==> src/rtl/rr_mux_arb_pkg.sv <==
// Shared definitions for the round-robin / fixed-select channel multiplexer.
package rr_mux_arb_pkg;

    typedef enum logic [0:0] {
        MODE_RR  = 1'b0,
        MODE_FIX = 1'b1
    } mode_e;

endpackage

==> src/rtl/rr_grant.sv <==
// Combinational grant selection: rotating priority from ptr, or a fixed channel.
module rr_grant
    import rr_mux_arb_pkg::*;
#(
    parameter int N_CH  = 4,
    parameter int SEL_W = 2
) (
    input  logic [N_CH-1:0]  valid,
    input  logic [SEL_W-1:0] ptr,
    input  logic             fix_en,
    input  logic [SEL_W-1:0] fix_sel,
    output logic             grant_valid,
    output logic [SEL_W-1:0] grant_idx
);

    logic             hi_found_s;
    logic             lo_found_s;
    logic             fix_hit_s;
    logic             hit_hi_s;
    logic [SEL_W-1:0] hi_idx_s;
    logic [SEL_W-1:0] lo_idx_s;

    // Split the ring at ptr: lowest valid index >= ptr wins, else lowest index below ptr.
    // Only indices below N_CH are scanned, so a non-power-of-two ring never grants a ghost channel.
    always_comb begin
        hi_found_s = 1'b0;
        lo_found_s = 1'b0;
        fix_hit_s  = 1'b0;
        hit_hi_s   = 1'b0;
        hi_idx_s   = '0;
        lo_idx_s   = '0;
        for (int i = N_CH - 1; i >= 0; i--) begin
            hit_hi_s   = valid[i] & (SEL_W'(i) >= ptr);
            hi_found_s = hi_found_s | hit_hi_s;
            hi_idx_s   = hit_hi_s ? SEL_W'(i) : hi_idx_s;
            lo_found_s = lo_found_s | (valid[i] & ~hit_hi_s);
            lo_idx_s   = (valid[i] & ~hit_hi_s) ? SEL_W'(i) : lo_idx_s;
            fix_hit_s  = fix_hit_s | (valid[i] & (fix_sel == SEL_W'(i)));
        end
    end

    // Mode select between the rotating search and the legacy fixed select.
    always_comb begin
        grant_valid = 1'b0;
        grant_idx   = '0;
        case (mode_e'(fix_en))
            MODE_RR: begin
                grant_valid = hi_found_s | lo_found_s;
                grant_idx   = hi_found_s ? hi_idx_s : lo_idx_s;
            end
            MODE_FIX: begin
                grant_valid = fix_hit_s;
                grant_idx   = fix_sel;
            end
            default: begin
                grant_valid = 1'b0;
                grant_idx   = '0;
            end
        endcase
    end

endmodule

==> src/rtl/rr_mux_arb.sv <==
// N-channel valid/ready multiplexer with round-robin or fixed select and a
// single registered output stage that refills on the same edge it drains.
module rr_mux_arb
    import rr_mux_arb_pkg::*;
#(
    parameter  int N_CH   = 4,
    parameter  int DATA_W = 4,
    localparam int SEL_W  = $clog2(N_CH)
) (
    input  logic                     clk,
    input  logic                     rst_n,
    input  logic [N_CH*DATA_W-1:0]   in_data,
    input  logic [N_CH-1:0]          in_valid,
    output logic [N_CH-1:0]          in_ready,
    input  logic                     fix_en,
    input  logic [SEL_W-1:0]         fix_sel,
    output logic [DATA_W-1:0]        out_data,
    output logic [SEL_W-1:0]         out_ch,
    output logic                     out_valid,
    input  logic                     out_ready
);

    logic              load_s;
    logic              fire_s;
    logic              grant_valid_s;
    logic [SEL_W-1:0]  grant_idx_s;
    logic [SEL_W-1:0]  ptr_r;
    logic [SEL_W-1:0]  ptr_nxt_s;
    logic [SEL_W-1:0]  ch_r;
    logic [DATA_W-1:0] data_r;
    logic [DATA_W-1:0] sel_data_s;
    logic              valid_r;

    rr_grant #(
        .N_CH  (N_CH),
        .SEL_W (SEL_W)
    ) u_grant (
        .valid       (in_valid),
        .ptr         (ptr_r),
        .fix_en      (fix_en),
        .fix_sel     (fix_sel),
        .grant_valid (grant_valid_s),
        .grant_idx   (grant_idx_s)
    );

    assign load_s = ~valid_r | out_ready;
    assign fire_s = load_s & grant_valid_s;

    // Ready goes only to the granted channel; the same index steers the data mux.
    always_comb begin
        in_ready   = '0;
        sel_data_s = '0;
        for (int i = 0; i < N_CH; i++) begin
            in_ready[i] = fire_s & (grant_idx_s == SEL_W'(i));
            sel_data_s  = (grant_idx_s == SEL_W'(i)) ? in_data[i*DATA_W +: DATA_W] : sel_data_s;
        end
    end

    // Next pointer: one past the winner in round-robin, frozen in fixed mode.
    always_comb begin
        ptr_nxt_s = ptr_r;
        case (mode_e'(fix_en))
            MODE_RR:  ptr_nxt_s = (grant_idx_s == SEL_W'(N_CH - 1)) ? '0 : grant_idx_s + SEL_W'(1);
            MODE_FIX: ptr_nxt_s = ptr_r;
            default:  ptr_nxt_s = ptr_r;
        endcase
    end

    // Output register and pointer; a load without a grant empties the stage but keeps data/ch.
    always_ff @(posedge clk or negedge rst_n) begin
        if (!rst_n) begin
            valid_r <= 1'b0;
            data_r  <= '0;
            ch_r    <= '0;
            ptr_r   <= '0;
        end else if (fire_s) begin
            valid_r <= 1'b1;
            data_r  <= sel_data_s;
            ch_r    <= grant_idx_s;
            ptr_r   <= ptr_nxt_s;
        end else if (load_s) begin
            valid_r <= 1'b0;
        end else begin
            valid_r <= valid_r;
        end
    end

    assign out_valid = valid_r;
    assign out_data  = data_r;
    assign out_ch    = ch_r;

endmodule

==> config.mk <==
export PLATFORM = sky130hd
export DESIGN_NAME = rr_mux_arb
export DESIGN_NICKNAME = d
export VERILOG_FILES = /design/src/rtl/rr_mux_arb_pkg.sv /design/src/rtl/rr_grant.sv /design/src/rtl/rr_mux_arb.sv
export SDC_FILE = /design/constraint.sdc
export NUM_CORES = 1
export LEC_CHECK = 0
export CORE_MARGIN = 1
export CORE_UTILIZATION = 43
export DETAILED_ROUTE_END_ITERATION = 8
export PLACE_DENSITY_LB_ADDON = 0.15
export SYNTH_ARGS = -nofsm -noshare
export SYNTH_HDL_FRONTEND = slang
export SYNTH_SLANG_ARGS = --single-unit
==> constraint.sdc <==
create_clock -name clk -period 5.5 [get_ports clk]
set_input_delay 0.825 -clock clk [delete_from_list [all_inputs] [get_ports clk]]
set_output_delay 0.825 -clock clk [all_outputs]
set_load 0.1 [all_outputs]
==> flow_metrics.env <==
export IMPL_fin_nets=145
export IMPL_r2r_end="out_data[0]"
export IMPL_grt_use_met3=0.0653
export IMPL_synthCells=77
export IMPL_viasPerCell=5.19
export IMPL_cts_buffer_depth=2
export IMPL_critPathKind="in2out"
export IMPL_clk_latency_ps=260
export IMPL_routabilityCongestion=0.863
export IMPL_finalCriticalPeriod_ps=3910
export IMPL_cp_max_fo=10
export IMPL_ir_drop_uv=375
export IMPL_layout_commonest_cell="clkdlybuf4s50_1"
export IMPL_vias=716
export IMPL_die_area_mm2=0.00197
export IMPL_grt_setup_unrepaired="false"
export IMPL_overflow=0
export IMPL_cap_violations=0
export IMPL_routed_wl_um=1840
export IMPL_whs_endpoint="out_ch[1]"
export IMPL_core_region_area_mm2=0.00159
export IMPL_ys_warnings_count=0
export IMPL_fin_worst_skew_ps=4.44
export IMPL_antenna_left=0
export IMPL_ys_ff_latch=9
export IMPL_clock_sinks=9
export IMPL_max_freq_mhz=256
export IMPL_hold_class="reg2reg"
export IMPL_syn_area_um2=771
export IMPL_setup_slack_ps=1590
export IMPL_hold_start="out_ch[1]"
export IMPL_r2r_slack_ps=2960
export IMPL_synth_area_leaders="dfrtp_1 (29%), mux2_4 (12%), ha_1 (6.5%), nor2b_1 (4.1%), o31ai_1 (3.9%)"
export IMPL_drt_wirelength_per_cell_um=13.3
export IMPL_synth_edf_count=0
export IMPL_firstDrtPassIters=4
export IMPL_drt_initial_drc_count=13
export IMPL_r2r_start="ptr_r[1]"
export IMPL_ctsHoldBuffers=0
export IMPL_post_dp_hpwl_um=1460
export IMPL_cts_setup_buffers=0
export IMPL_gr_usage_met1=0.281
export IMPL_met2_usage=0.326
export IMPL_grt_pass1_wl_um=3020
export IMPL_diodes=0
export IMPL_path_cells="clkdlybuf4s50_1 -> o211ai_1 -> a21oi_1 -> o31ai_1 -> ha_1 -> and2_1 -> buf_4"
export IMPL_slowest_stage="o31ai_1"
export IMPL_synth_async_reset_ratio=1.00
export IMPL_cp_slowest_stage_delay_ps=520
export IMPL_cp_arrival_ps=3090
export IMPL_ios=37
export IMPL_start_util=0.484
export IMPL_p_per_area_mw_per_mm2=439
export IMPL_die_h_um=44.3
export IMPL_finalHoldViolCount=0
export IMPL_avgSynthCellArea_um2=10.0
export IMPL_hold_ws_ps=511
export IMPL_most_common_layout_cells="clkdlybuf4s50_1 (32), dfrtp_1 (9), mux2_4 (6)"
export IMPL_setup_viol=0
export IMPL_end_kind="output pin"
export IMPL_min_path_cells=1
export IMPL_grt_max_degree=12
export IMPL_cts_tree="built"
export IMPL_netlist_cell_type_count=34
export IMPL_ys_dominant_reg_cell="dfrtp_1"
export IMPL_synth_seq_area_share=0.292
export IMPL_grt_antenna_before_repair=0
export IMPL_drc_errors=0
export IMPL_rows=14
export IMPL_timing_final_crit_share=0.712
export IMPL_dieWidth_um=44.3
export IMPL_p_leak_nw=0.502
export IMPL_setup_tns_ps=0
export IMPL_synth_top_area_cell="dfrtp_1"
export IMPL_port_buffers=36
export IMPL_cts_root_buf="clkbuf_4"
export IMPL_final_max_slew_viol_count=0
export IMPL_numCtsBuffers=3
export IMPL_grt_busiest_layer="met2"
export IMPL_area_growth_pct=50.3
export IMPL_outcome="finished, final reports clean"
export IMPL_synth_top_cell_area_share=0.292
export IMPL_slew_headroom=0.352
export IMPL_startpoint_type="primary input"
export IMPL_clkTransAtPathRegs_ps=60
export IMPL_syn_nets=107
export IMPL_grtUsageTotal=0.209
export IMPL_layout_drive_gt1_share=0.193
export IMPL_first_global_vias=686
export IMPL_worstMarginPinSlew_ps=969
export IMPL_ff2ff_path_depth=9
export IMPL_post_place_ws_ps=1580
export IMPL_required_ps=4680
export IMPL_post_cts_resized=0
export IMPL_htreeDepth=1
-- cells in the mapped netlist, types with 2 or more instances --
master    n
a21oi_1   4
a221oi_1  3
and2_1    4
dfrtp_1   9
ha_1      4
inv_1     5
mux2_2    2
mux2_4    6
nand2_1   5
nand2b_1  2
nor2_1    3
nor2b_1   5
o31ai_1   4
-- cell families after synthesis --
family          synth area share
simple gates               0.183
compound gates             0.232
mux                        0.174
buf+inv                   0.0536
flops                      0.292
fa+ha+maj                 0.0649
-- report_power, final --
part           switching, W  internal (W)  total (W)
Combinational      0.000230      0.000115   0.000345
Clock             0.0000232     0.0000280  0.0000512
Sequential        0.0000213     0.0000912   0.000112
-- through the flow --
step                       util  instances  power [W]  cell area (um^2)
after floorplan               -         77   0.000373               771
after global placement    0.710        134   0.000453              1130
after detailed placement  0.710        134   0.000458              1130
after CTS                 0.727        138   0.000511              1160
after global routing      0.727        138   0.000532              1160
final                     0.727        138   0.000508              1160
-- worst max path at each step --
stage / slack (ps) / to / start / cells past startpoint
floorplan: 1970 / in_ready[3] / in_valid[0] / 6
global placement: 1620 / in_ready[3] / in_valid[1] / 7
detailed placement: 1580 / in_ready[3] / in_valid[1] / 7
CTS: 1580 / in_ready[3] / in_valid[1] / 7
global route: 1350 / in_ready[3] / in_valid[1] / 7
finish: 1590 / in_ready[3] / in_valid[1] / 7
-- state kept, by name (all words and copies together) (netlist names) --
| name | cells |
|---|---|
| out_ch | 2 |
| out_data | 4 |
| out_valid | 1 |
| ptr_r | 2 |
-- worst max-delay path: cells and delay by family --
kind            cells  cell delay [ps]
simple gates        1              180
buf+inv             2              780
fa+ha+maj           1              480
compound gates      3              810
-- per-layer routing --
layer / up-vias / share of wire / routed length (um)
met4: 0 / 0.0065 / 12
met2: 20 / 0.46 / 850
met1: 334 / 0.49 / 897
met5: - / 0 / 0
li1: 360 / - / -
met3: 2 / 0.041 / 76
-- area by class of cell --
class | count | area [um^2]
multi-input combinational | 59 | 504
fill | 133 | 435
timing repair buffer | 36 | 350
sequential | 9 | 225
tap | 24 | 30.0
clock buffer | 4 | 26.3
inverter | 6 | 22.5
No activity file was read; power rests on OpenSTA's default activity.
